**config.mk**
```make
export PLATFORM = sky130hd
export DESIGN_NAME = prescaled_toggle_bank
export DESIGN_NICKNAME = d
export VERILOG_FILES = /design/src/rtl/prescaled_toggle_bank.sv
export SDC_FILE = /design/constraint.sdc
export NUM_CORES = 1
export LEC_CHECK = 0
export ABC_AREA = 1
export CORE_ASPECT_RATIO = 0.6
export CORE_MARGIN = 1.5
export CORE_UTILIZATION = 40
export CTS_CLUSTER_DIAMETER = 120
export CTS_CLUSTER_SIZE = 25
export DETAILED_ROUTE_END_ITERATION = 12
export GPL_ROUTABILITY_DRIVEN = 0
export SLEW_MARGIN = 20
export SYNTH_ARGS = -nofsm -noshare
export SYNTH_HDL_FRONTEND = slang
export SYNTH_HIERARCHICAL = 1
export SYNTH_SLANG_ARGS = --single-unit
export TNS_END_PERCENT = 1
```
**constraint.sdc**
```tcl
create_clock -name clock -period 1.34 [get_ports clock]
set_input_delay 0.268 -clock clock [delete_from_list [all_inputs] [get_ports clock]]
set_output_delay 0.268 -clock clock [all_outputs]
set_load 0.01 [all_outputs]
```
**src/rtl/prescaled_toggle_bank.sv**
```systemverilog
// Bank of independent toggle flip-flops. Each channel flips once every (divide+1)
// accepted requests, with shared synchronous clear/load and a registered change pulse.

module prescaled_toggle_cell #(
    parameter int   DIVIDE_WIDTH = 4,
    parameter logic RESET_BIT    = 1'b0
) (
    input  logic                    clock,
    input  logic                    reset,
    input  logic                    clear,
    input  logic                    load,
    input  logic                    loadbit,
    input  logic                    toggle,
    input  logic [DIVIDE_WIDTH-1:0] divide,
    output logic                    q,
    output logic                    chg
);
    logic [DIVIDE_WIDTH-1:0] cnt;

    // >= rather than == so a divide lowered below the current count flips on the next request
    always_ff @(posedge clock or posedge reset) begin
        if (reset) begin
            q   <= RESET_BIT;
            cnt <= '0;
            chg <= 1'b0;
        end else if (clear) begin
            q   <= RESET_BIT;
            cnt <= '0;
            chg <= q ^ RESET_BIT;
        end else if (load) begin
            q   <= loadbit;
            cnt <= '0;
            chg <= q ^ loadbit;
        end else if (toggle) begin
            if (cnt >= divide) begin
                q   <= ~q;
                cnt <= '0;
                chg <= 1'b1;
            end else begin
                cnt <= cnt + DIVIDE_WIDTH'(1);
                chg <= 1'b0;
            end
        end else begin
            chg <= 1'b0;
        end
    end
endmodule

module prescaled_toggle_bank #(
    parameter int               WIDTH        = 8,
    parameter int               DIVIDE_WIDTH = 4,
    parameter logic [WIDTH-1:0] RESET_VALUE  = {WIDTH{1'b0}}
) (
    input  logic                    clock,
    input  logic                    reset,
    input  logic                    clear,
    input  logic                    load,
    input  logic [WIDTH-1:0]        loadData,
    input  logic [WIDTH-1:0]        toggle,
    input  logic [DIVIDE_WIDTH-1:0] divide,
    output logic [WIDTH-1:0]        dataOut,
    output logic [WIDTH-1:0]        changed
);
    for (genvar i = 0; i < WIDTH; i++) begin : g_ch
        prescaled_toggle_cell #(
            .DIVIDE_WIDTH (DIVIDE_WIDTH),
            .RESET_BIT    (RESET_VALUE[i])
        ) u_cell (
            .clock   (clock),
            .reset   (reset),
            .clear   (clear),
            .load    (load),
            .loadbit (loadData[i]),
            .toggle  (toggle[i]),
            .divide  (divide),
            .q       (dataOut[i]),
            .chg     (changed[i])
        );
    end
endmodule

```
# After elaboration in Yosys (flattened, before gate mapping)
# Index checks and enable logic that the tools add are counted.
[word_totals]
inputBits = 24
elab_cells = 176
output_inout_bits = 16
regBits = 48
[op_classes]
mux = 96
order_cmp = 8
n_reduce_logical = 24
bitwise = 16
add_sub_neg = 8
[ops]
columns = ["operator", "count"]
rows = [
  ["4-bit two-way mux", 32],
  ["1-bit two-way mux", 64],
  ["3-bit nonzero test", 16],
  ["4-bit by 1-bit adder with 4-bit output (second input constant)", 8],
  ["4-bit greater-or-equal comparator", 8],
  ["2-bit AND reduction", 8],
  ["1-bit inverter", 8],
  ["1-bit XOR", 8],
]

# Logic depth before layout (Yosys ltp)
[depth]
word_depth = 5
ltp_mapped = 11

# Cells and area by module
# The synthesis kept the hierarchy.
[modules_own_cells]
columns = ["mod", "seq_area_each_um2", "cells_per_inst", "n_inst", "area_per_inst_um2"]
rows = [
  ["prescaled_toggle_cell", 150.1, 64, 8, 444.2],
]

# Worst setup path before layout
# Ideal clock, no wire load.
[synth_timing]
path_kind = "register to register"
from = "register g_ch[0].u_cell.cnt[3]"
to = "register g_ch[0].u_cell.cnt[1]"
required_ns = 1.275
synth_period_minus_slack_ns = 1.210
n_path_buf = 0
path_stages_with_launch = 9
setup_ns = 0.065
setup_slack_ns = 0.130
t_arrival_ns = 1.146
path_cell_list = "dfrtp_1 ha_1 nand2_1 inv_1 nand2_1 nand3_1 nor2_1 nand3_1 nand2_1"
[synth_between]
elab_chain_len = 5
[synth_rtl]
columns = ["element", "line_no", "rtl"]
rows = [
  ["start, declared", "18", "logic [DIVIDE_WIDTH-1:0] cnt;"],
  ["start signal, assigned", "40", "cnt <= cnt + DIVIDE_WIDTH'(1);"],
  ["4-bit greater-or-equal comparator", "35", "if (cnt >= divide) begin"],
  ["4-bit two-way mux", "35", ""],
  ["4-bit two-way mux", "34", "end else if (toggle) begin"],
  ["4-bit two-way mux", "30", "end else if (load) begin"],
  ["4-bit two-way mux", "26", "end else if (clear) begin"],
]
# No other way between the ends. The select of a mux whose other input is x is not followed.
# A chain may end at the register's enable or synchronous reset.

# Worst setup path in the final report
[layout_timing]
from = "input divide[3]"
to = "register g_ch[1].u_cell.chg"
[layout_between]
elab_chain_len = 5
[layout_rtl]
columns = ["element", "line_no", "rtl"]
rows = [
  ["start, declared", "60", "input logic [DIVIDE_WIDTH-1:0] divide,"],
  ["4-bit greater-or-equal comparator", "35", ""],
  ["1-bit two-way mux", "35", ""],
  ["1-bit two-way mux", "34", ""],
  ["1-bit two-way mux", "30", ""],
  ["1-bit two-way mux", "26", ""],
  ["end signal, assigned", "29", "chg <= q ^ RESET_BIT;"],
  ["end signal, assigned", "33", "chg <= q ^ loadbit;"],
  ["end, declared", "16", "output logic chg"],
]
# No other way between the ends.

==> impl_metrics.json <==
{
  "outcome": "complete, but fails checks",
  "violations": "setup timing",
  "dpl.hpwl_um": 6770,
  "synthTopCellsByArea": "dfrtp_1, nand2_1, ha_1, inv_1, nor2_1",
  "synth.distinct_cells": 13,
  "die_h_um": 76.0,
  "firstDrtPassIters": 5,
  "drv_slew": 0,
  "ir_drop_v": 0.000460,
  "drcViolationCount": 0,
  "insertion_delay_ns": 0.29,
  "clockBufferDepth": 2,
  "boundaryPins": 40,
  "syn-instance-count": 512,
  "start_util": 0.415,
  "worstSetupStartpointType": "primary input",
  "critPathRequiredTime_ns": 1.53,
  "synth_top_area_share": 0.338,
  "fillers": 723,
  "worst_hold_slack_ns": 0.540,
  "post-route-worst-setup-slack_ns": -0.0370,
  "totalWireLength_um": 9430,
  "layout_commonest_cell": "nand2_1",
  "row_count": 26,
  "timing.slew.headroom": 0.703,
  "layout-drive-gt1-share": 0.255,
  "hold_buffers": 0,
  "totalNegativeSetupSlack_ns": -0.216,
  "crit_top_cell": "nand2_1",
  "hp-class": "reg2reg",
  "rsz0062_at_grt": "yes",
  "min_period_ns": 1.38,
  "grt_pass1_wl_um": 14900,
  "syn_area_um2": 3550,
  "cts_tree": "yes",
  "p_per_area_nw_per_um2": 833,
  "die_x_um": 125,
  "drv_cap": 0,
  "critPathMaxFanout": 8,
  "post-route-period-util": 1.03,
  "placement.io_buffers": 39,
  "seq_area_um2": 1200,
  "slowest_delay_ns": 0.27,
  "yosysTopAreaCell": "dfrtp_1",
  "cts_sinks": 48,
  "path_delay_family": "buffers and inverters",
  "hold_viol_final": 0,
  "cts_max_level": 2,
  "path_cells": "dlygate4sd2_1 > buf_12 > inv_1 > ha_4 > a21oi_2 > nand3_2 > nand2_1 > nand2_1 > nand2_1 > nand2_1",
  "path_clk_slew_ns": 0.07,
  "cp-end-kind": "flip-flop",
  "avgSynthCellArea_um2": 6.94,
  "num-nets-final": 694,
  "skew_ns": 0.00339,
  "crit_buf_inv": 3,
  "grt_pass1_vias": 3256,
  "layoutNonFillerInstCount": 743,
  "core_area_um2": 8560,
  "dp_cells": 723,
  "drt_iter0_drc": 225,
  "path_class": "in2reg",
  "final_antenna_net_count": 0,
  "layout_common_cells": "nand2_1, inv_1, buf_4",
  "cts-root-buf": "clkbuf_16",
  "grt-ovfl-total": 0,
  "antenna_found_initial": 0,
  "track_usage": 0.193,
  "multiInputGateArea_um2": 2320,
  "synth-seq-area-share": 0.338,
  "antennaDiodeCount": 0,
  "numCtsBuffers": 5,
  "wl_per_cell_um": 12.7,
  "arrival_ns": 1.57,
  "synth_seq_cells": 48,
  "tightest_slew_ns": 0.444,
  "slowest_stage": "dlygate4sd2_1",
  "grt_max_degree": 17,
  "synth_nets": 576,
  "power_leakage_nw": 2.98,
  "final-setup-viol-count": 13,
  "vias_per_cell": 4.78,
  "routed-via-count": 3550,
  "final_util": 0.616,
  "area_growth_pct": 48.4,
  "fmax_mhz": 726,
  "yosysWarnings": 6,
  "die-area_um2": 9480
}
-- timing repair --
item                                    CTS  global route
resized for setup                        31            62
hold endpoints to repair                  0             0
endpoints found under the setup margin   64            48
pin swaps                                16            17
setup buffers                             3             9
-- Yosys cell counts (all sizes together) --
cell	number
inv	112
nor2	56
ha	40
dfrtp	48
a21oi	16
nand4	16
xor2	16
nand3	32
nand2	168
o21ai	8
-- cells by family (layout without fill, tap and decap cells) --
logic type	count (synthesis)	in the layout	share of synthesized area
buffers and inverters	112	231	0.118
adder cells (fa/ha/maj)	40	40	0.141
flip-flops	48	48	0.338
AND/OR/NAND/NOR	272	272	0.321
XOR/XNOR	16	16	0.0394
AO/OA/AOI/OAI	24	24	0.0423
-- sequential cells by signal, indices dropped and copies added (netlist names) --
name             count
g_ch.u_cell/q        8
g_ch.u_cell/cnt     32
g_ch.u_cell/chg      8
-- worst min-delay path, delay by kind of cell (launching register included) --
| family | cells | cell delay (ns) |
|---|---|---|
| DFF | 1 | 0.38 |
| and+or+nand+nor | 2 | 0.13 |
-- final timing paths --
check                           slack, ns                   from                     to  depth (start not counted)
worst max-delay path                -0.04              divide[3]     g_ch[1].u_cell/chg                         10
worst min-delay path                 0.54  g_ch[3].u_cell/cnt[0]  g_ch[3].u_cell/cnt[0]                          2
worst max register to register      -0.03  g_ch[2].u_cell/cnt[3]       g_ch[2].u_cell/q                          6
worst min register to register       0.54  g_ch[3].u_cell/cnt[0]  g_ch[3].u_cell/cnt[0]                          2
max in group asynchronous            0.54                  reset  g_ch[2].u_cell/cnt[2]                          2
min in group asynchronous            0.55                  reset  g_ch[1].u_cell/cnt[3]                          2
-- power breakdown --
part	internal [mW]	switching, mW
sequential	1.52	0.0458
combinational	0.444	0.525
clock	1.26	0.594
-- metrics by stage --
stage / total power, mW / worst slack, ns / cell area, µm²
2_1_floorplan: 2.01 / 0.130 / 3550
3_3_place_gp: 2.47 / -0.600 / 4600
3_5_place_dp: 2.49 / -0.608 / 4600
4_1_cts: 4.34 / -0.0626 / 4860
5_1_grt: 4.61 / -0.150 / 5270
6_report: 4.39 / -0.0370 / 5270
-- final cells by class --
cell class | count | share of cell area
timing repair buffer | 111 | 0.184
inverter | 112 | 0.0797
multi-input combinational | 352 | 0.441
sequential | 48 | 0.228
clock inverter | 3 | 0.0171
clock buffer | 5 | 0.0237
tap | 112 | 0.0266
-- per-layer routing --
layer / GRT usage / vias up / share of wire
met5: 0 / - / 0
met4: 0.0552 / 0 / 0.0099
met3: 0.0386 / 12 / 0.040
met2: 0.297 / 100 / 0.45
met1: 0.276 / 1628 / 0.50
li1: - / 1810 / -
Power figures use the tool's default switching activity.
